File: config.mk
export PLATFORM = sky130hd
export DESIGN_NAME = card_game_controller_flat
export DESIGN_NICKNAME = d
export VERILOG_FILES = /design/src/rtl/card_game_controller_if.sv /design/src/rtl/card_game_controller.sv /design/src/flat_wrapper.sv
export SDC_FILE = /design/constraint.sdc
export NUM_CORES = 1
export LEC_CHECK = 0
export BUFFER_PORTS_ARGS = -buffer_cell sky130_fd_sc_hd__buf_2
export CORE_ASPECT_RATIO = 1.5
export CORE_UTILIZATION = 35
export CTS_CLUSTER_DIAMETER = 150
export DETAILED_ROUTE_END_ITERATION = 10
export PLACE_DENSITY = 0.57
export SKIP_CTS_REPAIR_TIMING = 1
export SLEW_MARGIN = 20
export SYNTH_ARGS = -nofsm -noshare
export SYNTH_HDL_FRONTEND = slang
export SYNTH_SLANG_ARGS = --single-unit
File: constraint.sdc
create_clock -name clock_50M -period 9.75 [get_ports clock_50M]
set_clock_uncertainty 0.05 [all_clocks]
set_input_delay 0.975 -clock clock_50M [delete_from_list [all_inputs] [get_ports clock_50M]]
set_output_delay 0.975 -clock clock_50M [all_outputs]
set_load 0.02 [all_outputs]
File: src/rtl/card_game_controller_if.sv
// Select/cursor inputs and flat game-state outputs of the pair-game controller.
// master = input/cursor + VGA side, slave = card_game_controller.
interface card_game_controller_if #(
  parameter int NUM_CARDS = 20
);
  logic                   select_pulse;
  logic [4:0]             cursor_pos;
  logic [5*NUM_CARDS-1:0] card_order;
  logic [NUM_CARDS-1:0]   is_flipped;
  logic [NUM_CARDS-1:0]   is_out;
  logic [3:0]             vidas;
  logic                   busy;
  logic                   game_over;
  logic                   win;

  modport master (
    output select_pulse, cursor_pos,
    input  card_order, is_flipped, is_out,
    input  vidas, busy, game_over, win
  );

  modport slave (
    input  select_pulse, cursor_pos,
    output card_order, is_flipped, is_out,
    output vidas, busy, game_over, win
  );
endinterface

File: src/rtl/card_game_controller.sv
// Memory-pair game sequencer: LFSR Fisher-Yates shuffle, two-card reveal, lives.
// SHOW_SKIP_EN: a select during SHOW ends the reveal early.
module card_game_controller #(
  parameter int          NUM_CARDS     = 20,
  parameter int          VIDAS_INICIAL = 10,
  parameter int          SHOW_CYCLES   = 50_000_000,
  parameter logic [15:0] LFSR_SEED     = 16'hACE1
) (
  input logic clock_50M,
  input logic rst_n,
  card_game_controller_if.slave bus
);

  localparam int TW =
    (SHOW_CYCLES > 1) ? $clog2(SHOW_CYCLES) : 1;
  localparam logic [TW-1:0] TLOAD = TW'(SHOW_CYCLES - 1);
  localparam logic [5:0] NC6 = 6'(NUM_CARDS);
  localparam logic [4:0] ILAST = 5'(NUM_CARDS - 1);
  localparam logic [3:0] VINIT = 4'(VIDAS_INICIAL);

  typedef enum logic [2:0] {
    WAIT_START,
    SHUFFLE,
    IDLE,
    ONE,
    SHOW,
    RESOLVE,
    END
  } state_t;

  state_t state, state_d;

  logic [4:0]           order [NUM_CARDS];
  logic [NUM_CARDS-1:0] flip_r;
  logic [NUM_CARDS-1:0] out_r;
  logic [NUM_CARDS-1:0] out_nxt;
  logic [3:0]           vidas_r;
  logic                 win_r;
  logic                 busy_r;
  logic                 over_r;
  logic [15:0]          lfsr;
  logic [4:0]           idx;
  logic [4:0]           first;
  logic [4:0]           second;
  logic [TW-1:0]        timer;
  logic [12:0]          prod;
  logic [4:0]           k;
  logic                 sel_ok;
  logic                 match;
  logic                 all_out;
  logic                 lose;
  logic                 show_done;
  logic [5*NUM_CARDS-1:0] order_flat;

  // Decode select validity, swap index and resolve outcome.
  always_comb begin
    prod = 13'(lfsr[7:0]) * 13'({1'b0, idx} + 6'd1);
    k = 5'(prod >> 8);
    sel_ok = bus.select_pulse
      && ({1'b0, bus.cursor_pos} < NC6)
      && !flip_r[bus.cursor_pos]
      && !out_r[bus.cursor_pos];
    match = (order[first] ^ order[second]) == 5'd1;
    out_nxt = out_r;
    out_nxt[first] = 1'b1;
    out_nxt[second] = 1'b1;
    all_out = match && (&out_nxt);
    lose = !match && (vidas_r < 4'd2);
`ifdef SHOW_SKIP_EN
    show_done = (timer == '0) || bus.select_pulse;
`else
    show_done = (timer == '0);
`endif
  end

  // State register.
  always_ff @(posedge clock_50M or negedge rst_n) begin
    if (!rst_n) state <= WAIT_START;
    else        state <= state_d;
  end

  // Next-state selection.
  always_comb begin
    state_d = state;
    unique case (state)
      WAIT_START: if (bus.select_pulse) state_d = SHUFFLE;
      SHUFFLE:    if (idx == 5'd1) state_d = IDLE;
      IDLE:       if (sel_ok) state_d = ONE;
      ONE:        if (sel_ok) state_d = SHOW;
      SHOW:       if (show_done) state_d = RESOLVE;
      RESOLVE: begin
        if (all_out || lose) state_d = END;
        else                 state_d = IDLE;
      end
      END:        if (bus.select_pulse) state_d = SHUFFLE;
      default:    state_d = WAIT_START;
    endcase
  end

  // Game datapath: deck, flags, lives, timer, LFSR.
  always_ff @(posedge clock_50M or negedge rst_n) begin
    if (!rst_n) begin
      for (int p = 0; p < NUM_CARDS; p++) order[p] <= 5'(p);
      flip_r  <= '0;
      out_r   <= '0;
      vidas_r <= VINIT;
      win_r   <= 1'b0;
      busy_r  <= 1'b0;
      over_r  <= 1'b0;
      lfsr    <= LFSR_SEED;
      idx     <= '0;
      first   <= '0;
      second  <= '0;
      timer   <= '0;
    end else begin
      lfsr <= {lfsr[14:0], lfsr[15] ^ lfsr[13] ^ lfsr[12] ^ lfsr[10]};
      busy_r <= (state_d == SHUFFLE) || (state_d == SHOW)
        || (state_d == RESOLVE);
      over_r <= (state_d == END);
      case (state)
        WAIT_START: begin
          if (bus.select_pulse) begin
            for (int p = 0; p < NUM_CARDS; p++) order[p] <= 5'(p);
            idx <= ILAST;
          end
        end
        SHUFFLE: begin
          order[idx] <= order[k];
          order[k]   <= order[idx];
          idx <= idx - 5'd1;
        end
        IDLE: begin
          if (sel_ok) begin
            flip_r[bus.cursor_pos] <= 1'b1;
            first <= bus.cursor_pos;
          end
        end
        ONE: begin
          if (sel_ok) begin
            flip_r[bus.cursor_pos] <= 1'b1;
            second <= bus.cursor_pos;
            timer <= TLOAD;
          end
        end
        SHOW: begin
          if (timer != '0) timer <= timer - 1'b1;
        end
        RESOLVE: begin
          flip_r[first]  <= 1'b0;
          flip_r[second] <= 1'b0;
          if (match) out_r <= out_nxt;
          else if (vidas_r != 4'd0) vidas_r <= vidas_r - 4'd1;
          if (all_out) win_r <= 1'b1;
        end
        END: begin
          if (bus.select_pulse) begin
            for (int p = 0; p < NUM_CARDS; p++) order[p] <= 5'(p);
            flip_r  <= '0;
            out_r   <= '0;
            vidas_r <= VINIT;
            win_r   <= 1'b0;
            idx     <= ILAST;
          end
        end
        default: ;
      endcase
    end
  end

  // Flatten the deck for the paint logic.
  always_comb begin
    order_flat = '0;
    for (int p = 0; p < NUM_CARDS; p++)
      order_flat[5*p +: 5] = order[p];
  end

  assign bus.card_order = order_flat;
  assign bus.is_flipped = flip_r;
  assign bus.is_out     = out_r;
  assign bus.vidas      = vidas_r;
  assign bus.busy       = busy_r;
  assign bus.game_over  = over_r;
  assign bus.win        = win_r;

endmodule
File: src/flat_wrapper.sv
// flat-port wrapper written by rule: the top's interface ports become plain ports
module card_game_controller_flat 
#(
  parameter int          NUM_CARDS     = 20,
  parameter int          VIDAS_INICIAL = 10,
  parameter int          SHOW_CYCLES   = 50_000_000,
  parameter logic [15:0] LFSR_SEED     = 16'hACE1
)
  (clock_50M, rst_n, bus_select_pulse, bus_cursor_pos, bus_card_order, bus_is_flipped, bus_is_out, bus_vidas, bus_busy, bus_game_over, bus_win);
  card_game_controller_if #(.NUM_CARDS(NUM_CARDS)) bus_i ();
  input logic clock_50M;
  input logic rst_n;
  input wire logic [$bits(bus_i.select_pulse)-1:0] bus_select_pulse;
  input wire logic [$bits(bus_i.cursor_pos)-1:0] bus_cursor_pos;
  output wire logic [$bits(bus_i.card_order)-1:0] bus_card_order;
  output wire logic [$bits(bus_i.is_flipped)-1:0] bus_is_flipped;
  output wire logic [$bits(bus_i.is_out)-1:0] bus_is_out;
  output wire logic [$bits(bus_i.vidas)-1:0] bus_vidas;
  output wire logic [$bits(bus_i.busy)-1:0] bus_busy;
  output wire logic [$bits(bus_i.game_over)-1:0] bus_game_over;
  output wire logic [$bits(bus_i.win)-1:0] bus_win;
  assign bus_i.select_pulse = bus_select_pulse;
  assign bus_i.cursor_pos = bus_cursor_pos;
  assign bus_card_order = bus_i.card_order;
  assign bus_is_flipped = bus_i.is_flipped;
  assign bus_is_out = bus_i.is_out;
  assign bus_vidas = bus_i.vidas;
  assign bus_busy = bus_i.busy;
  assign bus_game_over = bus_i.game_over;
  assign bus_win = bus_i.win;
  card_game_controller #(.NUM_CARDS(NUM_CARDS), .VIDAS_INICIAL(VIDAS_INICIAL), .SHOW_CYCLES(SHOW_CYCLES), .LFSR_SEED(LFSR_SEED)) u_core (.clock_50M(clock_50M), .rst_n(rst_n), .bus(bus_i));
endmodule
# After elaboration in Yosys (flattened, before gate mapping)
# Index checks and enable logic that the tools add are counted.
[classes]
magnitude_cmp = 14
multipliers = 1
addsub = 4
n_mux = 54
eq_ne = 21
reduce_logical = 35
bitwise = 15
[op_table]
columns = ["cell", "count"]
rows = [
  ["$bwmux 100", 2],
  ["$pmux 100 s2", 1],
  ["$bmux 5 s5", 4],
  ["$mux 100", 1],
  ["$mux 20", 3],
  ["$or 20x20->20", 3],
  ["$pmux 20 s3", 1],
  ["$mux 5", 11],
  ["$mux 26", 2],
  ["$pmux 26 s2", 1],
  ["$demux 5 s5", 2],
  ["$and 20x20->20", 2],
  ["$not 20->20", 2],
  ["$pmux 20 s2", 1],
  ["$logic_not 26->1", 1],
  ["$reduce_bool 26->1", 1],
  ["$sub 26x1->26 const B", 1],
  ["$ge 6x6->1 const B", 4],
  ["$not 5->6", 4],
  ["$reduce_and 20->1", 1],
  ["$eq 3x3->1 const B", 6],
  ["$lt 5x6->1 const B", 3],
  ["$mux 3", 6],
  ["$pmux 3 s6", 1],
  ["33 further kinds", 80],
]
[totals]
input_bits = 8
ff_bits = 207

# Logic depth before layout (Yosys ltp)
# Gate-level depths: netlist of the first run.
[depth]
depth_word = 14
ltp_mapped = 27

# Worst setup path after synthesis of the first run
# No wires, ideal clock.
[synth_path]
path_kind = "reg-to-reg"
from = "register u_core.idx[0]"
to = "register u_core.order (netlist bit u_core.bus.card_order[16])"
path_buffers = 7
setup_ns = 0.111
synth_period_minus_slack_ns = 6.718
setup_slack_ns = 3.032
t_arrival_ns = 6.557
stages_incl_launch_ff = 27
path_cell_list = "dfrtp_1 -> buf_4 -> buf_2 -> buf_2 -> clkbuf_1 -> nand3_1 -> xnor2_1 -> and2_1 -> fa_1 -> fa_1 -> inv_1 -> fa_1 -> inv_1 -> ha_1 -> a2111oi_0 -> o21ai_1 -> o211a_1 -> or3_1 -> and2_1 -> buf_4 -> buf_2 -> mux4_2 -> nand2_1 -> a211oi_1 -> buf_2 -> nand2_1 -> o311ai_0"
[synth_between]
elab_chain_cells = 9
word_cells_on_any_way = 23
cone_classes = "add/sub (1); mul (1); order compare (4); mux (13); bitwise (2); reduce/logical (2)"
[synth_lines]
columns = ["item", "line_no", "rtl"]
rows = [
  ["start, declared", "card_game_controller.sv:42", "logic [4:0] idx;"],
  ["start signal, assigned", "card_game_controller.sv:130", "idx <= idx - 5'd1;"],
  ["$add 5x1->6", "card_game_controller.sv:57", "prod = 13'(lfsr[7:0]) * 13'({1'b0, idx} + 6'd1);"],
  ["$mul 8x13->13", "card_game_controller.sv:57", ""],
  ["$not 5->6 (not written as such)", "card_game_controller.sv:128, card_game_controller.sv:129", ""],
  ["$ge 6x6->1 (not written as such), or another cell as far along", "card_game_controller.sv:129", "order[k] <= order[idx];"],
  ["$logic_and 1x1->1 (not written as such) or $mux 5 (tied branches)", "card_game_controller.sv:129, card_game_controller.sv:128", ""],
  ["$mux 5 (on tied branches)", "card_game_controller.sv:129, card_game_controller.sv:128", ""],
  ["$demux 5 s5 or $bwmux 100 (tied branches)", "card_game_controller.sv:129, card_game_controller.sv:128", ""],
  ["$bwmux 100 *", "card_game_controller.sv:129", ""],
  ["$pmux 100 s2 *", "card_game_controller.sv:120", "case (state)"],
  ["end signal, assigned by index", "card_game_controller.sv:128", "order[idx] <= order[k];"],
  ["end signal, assigned by index", "card_game_controller.sv:129", ""],
  ["end, declared", "card_game_controller.sv:33", "logic [4:0] order [NUM_CARDS];"],
]
# Mark *: on every way between the ends. The rest lies on a longest branch, timed or not. The select of a mux whose other input is x is not followed.
# A chain may end at the register's enable or synchronous reset.

# Worst setup path in the final report of the first run
[layout_path]
from = "register u_core.idx[1]"
to = "register u_core.order (netlist bit u_core.bus.card_order[2])"
# Same word-level chain as after synthesis.

==> results of run 1 <==
cells in the mapped netlist (7+ instances only):
master       n
nand2_1    163
dfrtp_1    157
nor2_1     132
o21ai_0    126
mux4_2      83
inv_1       82
a21oi_1     67
dfstp_2     50
clkbuf_1    48
nand3_1     48
and2_1      46
nor3_1      38
o22ai_1     37
mux2i_1     36
or3_1       31
nor2b_1     30
ha_1        26
a22oi_1     24
buf_2       24
o221ai_1    24
fa_1        23
nand2b_1    20
o211ai_1    18
a221o_1     16
mux2_2      14
xnor2_1     14
a221oi_1    13
or2_2       13
nand4_1     12
a211oi_1    11
a222oi_1    10
a31oi_1     10
buf_4        9
and3_1       8
nand3b_1     8
o2111ai_1    8
o21ai_1      8
xor2_1       8
nor3b_1      7
metrics by stage:
step	std cells	power [mW]	hold WS (ns)	setup WS, ns
after global placement	2294	4.19	0.290	1.91
after global routing	2339	5.50	0.322	1.39
after floorplan	1621	3.09	0.281	3.03
after CTS	2338	5.22	0.311	1.77
final	2340	5.33	0.305	1.57
after detailed placement	2294	4.21	0.296	1.76
power groups by stage:
stage          Combinational, mW  Clock (mW)  Sequential (mW)
6_report                    2.74       0.998             1.59
5_1_grt                     2.86        1.04             1.60
4_1_cts                     2.65        1.01             1.57
3_5_place_dp                2.64           0             1.58
3_3_place_gp                2.62           0             1.57
2_1_floorplan               1.64           0             1.46
critical path, stage by stage, from the launching register on:
cell	delay, ns
dfrtp_1	0.35
ha_1	0.72
nand3_1	0.23
xnor2_1	0.64
and2_1	0.25
fa_1	0.45
fa_1	0.55
inv_1	0.06
fa_1	0.54
inv_1	0.05
ha_1	0.29
a2111oi_0	0.36
o21ai_1	0.21
o211a_1	0.19
o21ai_0	0.25
and2_1	0.74
buf_4	0.34
mux4_2	0.31
nand2_1	0.09
nand3_1	0.34
nand2_1	0.73
o221ai_1	0.24
kinds of logic after synthesis:
| family | Yosys count | synth area share, % |
|---|---|---|
| compound gates | 440 | 19.3 |
| xor+xnor | 24 | 1.51 |
| fa+ha+maj | 49 | 5.11 |
| buf+inv | 174 | 4.91 |
| flops | 207 | 34.1 |
| mux | 133 | 15.5 |
| simple gates | 594 | 19.5 |
state kept, by name, indices dropped and copies added (netlist names), 5 cells and up:
signal / cells
u_core.bus.is_flipped: 20
u_core.first: 5
u_core.idx: 5
u_core.timer: 26
u_core.lfsr: 16
u_core.bus.is_out: 20
u_core.second: 5
u_core.bus.card_order: 100
path summary, 6_finish.rpt:
kind	from	to	slack, ns	cells past startpoint
max in group asynchronous	rst_n	u_core.second[1]	7.88	2
worst min register to register	u_core.lfsr[8]	u_core.lfsr[9]	0.30	0
worst max-delay path	u_core.idx[1]	u_core.bus.card_order[2]	1.57	21
worst min-delay path	u_core.lfsr[8]	u_core.lfsr[9]	0.30	0
min in group asynchronous	rst_n	u_core.bus.card_order[81]	0.35	1
worst max register to register	u_core.idx[1]	u_core.bus.card_order[2]	1.57	21
per-layer routing:
metal / up-vias / share of wire, % / global-route usage [%]
met5: - / 0.055 / 0
met4: 6 / 8.9 / 24.8
met3: 329 / 9.0 / 6.12
met2: 1032 / 47 / 52.3
met1: 7637 / 35 / 34.8
li1: 6358 / - / -
area by class of cell:
class	instances	area share [%]
multi-input cells	1240	53.3
flip-flops and latches	207	29.7
repair buffers	194	6.24
clock buffers	33	4.06
well taps	570	4.04
inverters	84	1.79
clock inverters	11	0.851
diodes	1	0.0142
==> summary.txt, run 1 <==
Flow run
  – Max_cap viols: 0

Yosys
  – Distinct cell type count after synthesis: 90
  – Post-Syn Instances: 1621
  – Yosys reg bits: 207
  – Asr flop ratio synth: 100%
  – Main area contributors after synthesis: dfrtp_1, mux4_2, dfstp_2
  – Mapped Area: 0.0154 mm^2
  – Ys flop type: dfrtp_1
  – EDFF count, synth: 0
  – Top cell type's share of synthesized area: 25.6%
  – Syn avg cell area: 9.48 um^2
  – Syn nets: 1678
  – Synth warn: 0
  – Largest area contributor in the netlist: dfrtp_1
  – Sequential fraction of the synthesis area: 34.1%

Route
  – Via density: 6.56
  – Drt total wl: 70800 um
  – Routed Antenna Nets: 0
  – Via count: 15400
  – Starting DRT DRC Count: 1870
  – DR WL/cell: 30.3 um
  – DR pass1 iterations: 7
  – Post-route DRC violation count: 0

Floorplanning
  – Std-Cell Rows: 93
  – Die W: 173 um
  – Chip height: 259 um
  – Io pins: 155
  – Initial Util: 35.6%
  – Core footprint: 0.0432 mm^2
  – Die Area: 0.0448 mm^2

STA
  – TNS Setup: 0 ns
  – Worst-Margin Slew: 1.11 ns
  – RSZ-0062 raised after global routing: no
  – Pins Over Slew Limit: 0
  – Highest clock rate: 122 MHz
  – Final setup viols: 0
  – Slew margin rel.: 25.9%
  – Tmin final: 8.18 ns
  – Fin crit share: 83.9%
  – Final hold vios: 0

Placed design
  – DP Area: 0.0167 mm^2
  – DP HPWL: 51100 um
  – I/O Buffers: 154
  – RePlAce Congestion: 1.01

Layout
  – Layout cells sized above 1: 24.0%
  – Footprint of the multi-input gates: 0.00940 mm^2
  – Fillers: 4347
  – Nets: 1808
  – Reg area: 0.00525 mm^2
  – Finished Cell Area: 0.0176 mm^2
  – Commonest non-fill, non-tap cell in the layout: nand2_1
  – Commonest cells after routing, fill and taps aside: nand2_1, dfrtp_1, buf_2
  – Utilization after layout: 40.9%
  – Area growth syn-to-layout: 14.8%

Global routing
  – GR Util All Layers: 31.2%
  – Pin count of the biggest net entering global routing: 83
  – Vias in the first global route: 15400
  – Initial antenna violation count: 3
  – First-pass GRT wire length: 104000 um
  – Total grt overflow: 0

Setup path
  – Setup crit start kind: register
  – CP Data Required Time: 10.10 ns
  – CP Class: reg -> reg
  – Critical Path AT: 8.53 ns
  – Worst-path maximum fanout: 16
  – Element type at the critical path end: register

CTS
  – CTS tree: built
  – Clk Latency, worst-skew pair: 0.56 ns
  – Clock Path Buffers: 3
  – CTS buffer count: 24
  – Worst-path clk slew: 0.06 ns
  – Htree depth: 1
  – Clock sinks: 207
  – CTS root buffer: clkbuf_16

Power
  – Power per Cell Area: 302 mW/mm^2
  – Cell leakage power: 7.48 nW
  – P_sw: 2.69 mW
  – Sequential Power Share: 29.8%
  – Comb pwr share: 51.4%
  – Power Internal: 2.64 mW
  – Clock power frac: 18.7%
  – Sw frac: 50.5%
  – VDD IR-drop max: 0.154 mV

Worst hold path
  – Hold/Removal Path Class: reg -> reg

Status
  – Run status: complete, no violations
(Power assumes the default switching activity.)
==> run 2: changes to the inputs <==
Settings changed: PLACE_DENSITY 0.57 to 0.59.
Clock period 9.75 ns to 7.2 ns, I/O delays scaled along.
==> run 2 against run 1 <==
Power increased by 34%. Count of clock-buffer cells in the layout increased by 1. Sequential cell count unchanged. First-iteration DRC count decreased by 15%. Die area unchanged. Register-to-register slack got worse by 1.1 ns. Critical endpoint is now u_core.bus.card_order[38]. Critical path type unchanged. Clock power increased by 23%.
==> summary.txt, run 2 (synthesis gave the netlist of run 1 again) <==
Status
  – Run status: complete, no violations

Layout
  – Commonest non-fill, non-tap cell in the layout: nand2_1
  – Final Non-Filler Cells: 2358
  – Layout cells sized above 1: 24.9%
  – Area growth syn-to-layout: 15.4%
  – Nets: 1829
  – Max FFs per register: 100
  – Diodes inserted: 0
  – Fillers: 4295
  – Commonest cells after routing, fill and taps aside: nand2_1, dfrtp_1, buf_2

Route
  – DR pass1 iterations: 6
  – Met3 wire length: 5610 um
  – DR WL/cell: 30.4 um
  – Max layer used: met4
  – Post-route DRC violation count: 0
  – Met2 wire length: 34100 um
  – Drt total wl: 71600 um
  – Routed Antenna Nets: 0
  – Via density: 6.48
  – Length of routed wiring on met1: 25400 um
  – Starting DRT DRC Count: 1586
  – Via count: 15300

Power
  – Comb pwr share: 52.6%
  – Clock power frac: 17.2%
  – Cell leakage power: 7.55 nW
  – VDD IR-drop max: 0.213 mV
  – Power Internal: 3.51 mW
  – P_sw: 3.63 mW
  – Sequential Power Share: 30.2%
  – Sw frac: 50.8%
  – Power per Cell Area: 403 mW/mm^2

Worst hold path
  – Hold/Removal Path Class: in -> async

STA
  – Highest clock rate: 149 MHz
  – Tmin final: 6.71 ns
  – RSZ-0062 raised after global routing: no
  – Final hold vios: 0
  – Fin crit share: 93.1%
  – Pins Over Slew Limit: 0
  – Final setup viols: 0
  – Slew margin rel.: 23.1%
  – Worst-Margin Slew: 1.14 ns
  – TNS Setup: 0 ns

CTS
  – Htree depth: 1
  – CTS tree: built
  – Clk Latency, worst-skew pair: 0.54 ns
  – Clock Path Buffers: 3
  – Worst-path clk slew: 0.07 ns
  – Clock sinks: 207
  – CTS buffer count: 23
  – CTS root buffer: clkbuf_16

Floorplanning
  – Io pins: 155
  – Die W: 173 um
  – Initial Util: 35.6%
  – Core footprint: 0.0432 mm^2
  – Chip height: 259 um
  – Die Area: 0.0448 mm^2
  – Std-Cell Rows: 93

Global routing
  – Vias in the first global route: 15000
  – First-pass GRT wire length: 104000 um
  – Initial antenna violation count: 0
  – GR Util All Layers: 31.7%
  – Pin count of the biggest net entering global routing: 105
  – Total grt overflow: 0

Placed design
  – I/O Buffers: 154
  – Placed cells: 2313
  – RePlAce Congestion: 1.02
  – DP HPWL: 52800 um

Setup path
  – Reg-to-Reg Start: u_core.idx[1]
  – Worst-path maximum fanout: 20
  – CP Class: reg -> reg
  – Critical Path AT: 7.08 ns
  – Element type at the critical path end: register
  – R2R depth: 23
  – Crit-path cells: ha_1 > nand3_1 > xnor2_2 > and2_1 > fa_1 > fa_1 > inv_1 > fa_1 > inv_1 > ha_1 > a2111oi_0 > o21ai_1 > o211a_1 > o21ai_0 > and2_1 > buf_4 > buf_4 > mux4_2 > nor2b_1 > a211oi_2 > buf_4 > a221oi_1 > inv_1
  – CP Data Required Time: 7.58 ns
  – Worst Path Buf+Inv: 6
  – Setup crit start kind: register
  – CP top delay family: adder cells
  – Slowest-stage cell, CP: fa_1
  – Reg2Reg Setup Slack: 0.49 ns
  – CP max stage delay: 0.54 ns
  – Reg2reg end: u_core.bus.card_order[38]

Flow run
  – Max_cap viols: 0
==> run 2: cell types whose count changed in the layout (fill, tap and decap cells not counted), moves of 2 or more <==
cell | before | now
clkbuf_16 | 25 | 23
nor3_2 | 4 | 6
buf_4 | 39 | 60
clkbuf_1 | 2 | 6
nor3_1 | 37 | 35
buf_12 | 0 | 2
==> run 2: how the worst max path moves through the flow <==
stage	startpoint	endpoint	slack, ns	cells after the start
2_1_floorplan	u_core.idx[0]	u_core.bus.card_order[16]	0.48	26
3_3_place_gp	u_core.idx[1]	u_core.bus.card_order[89]	0.42	20
3_5_place_dp	u_core.idx[1]	u_core.bus.card_order[89]	0.39	20
4_1_cts	u_core.idx[1]	u_core.bus.card_order[89]	0.40	20
5_1_grt	u_core.idx[1]	u_core.bus.card_order[68]	0.10	23
6_report	u_core.idx[1]	u_core.bus.card_order[38]	0.49	23
==> run 2: layer usage <==
metal  up-vias  GRT usage (%)
met2       967           53.2
met3       274           4.91
li1       6413              -
met1      7615           36.5
met4         0           24.5
met5         -              0
==> run 2: power groups by stage <==
| stage | clock network (mW) | logic, mW | registers (mW) |
|---|---|---|---|
| final | 1.23 | 3.76 | 2.16 |
| after global routing | 1.29 | 3.90 | 2.17 |
| after CTS | 1.25 | 3.65 | 2.12 |
| after detailed placement | 0 | 3.64 | 2.14 |
| after global placement | 0 | 3.62 | 2.14 |
| after floorplan | 0 | 2.22 | 1.97 |
==> run 2: area by class of cell <==
type / count / area [um^2] / share of cell area (%)
clock buffers: 34 / 667 / 3.76
clock inverters: 7 / 91.3 / 0.515
inverters: 84 / 319 / 1.80
multi-input cells: 1240 / 9420 / 53.1
flip-flops and latches: 207 / 5250 / 29.6
well taps: 570 / 713 / 4.02
repair buffers: 216 / 1270 / 7.17
==> run 2: per-stage QoR <==
stage / util, % / total power, mW / hold slack [ns] / worst slack (ns) / area, um^2
2_1_floorplan: - / 4.19 / 0.281 / 0.482 / 15400
3_3_place_gp: 39.2 / 5.76 / 0.289 / 0.417 / 16900
3_5_place_dp: 39.2 / 5.78 / 0.293 / 0.392 / 16900
4_1_cts: 40.9 / 7.03 / 0.215 / 0.396 / 17700
5_1_grt: 41.1 / 7.36 / 0.256 / 0.101 / 17700
6_report: 41.1 / 7.14 / 0.196 / 0.494 / 17700
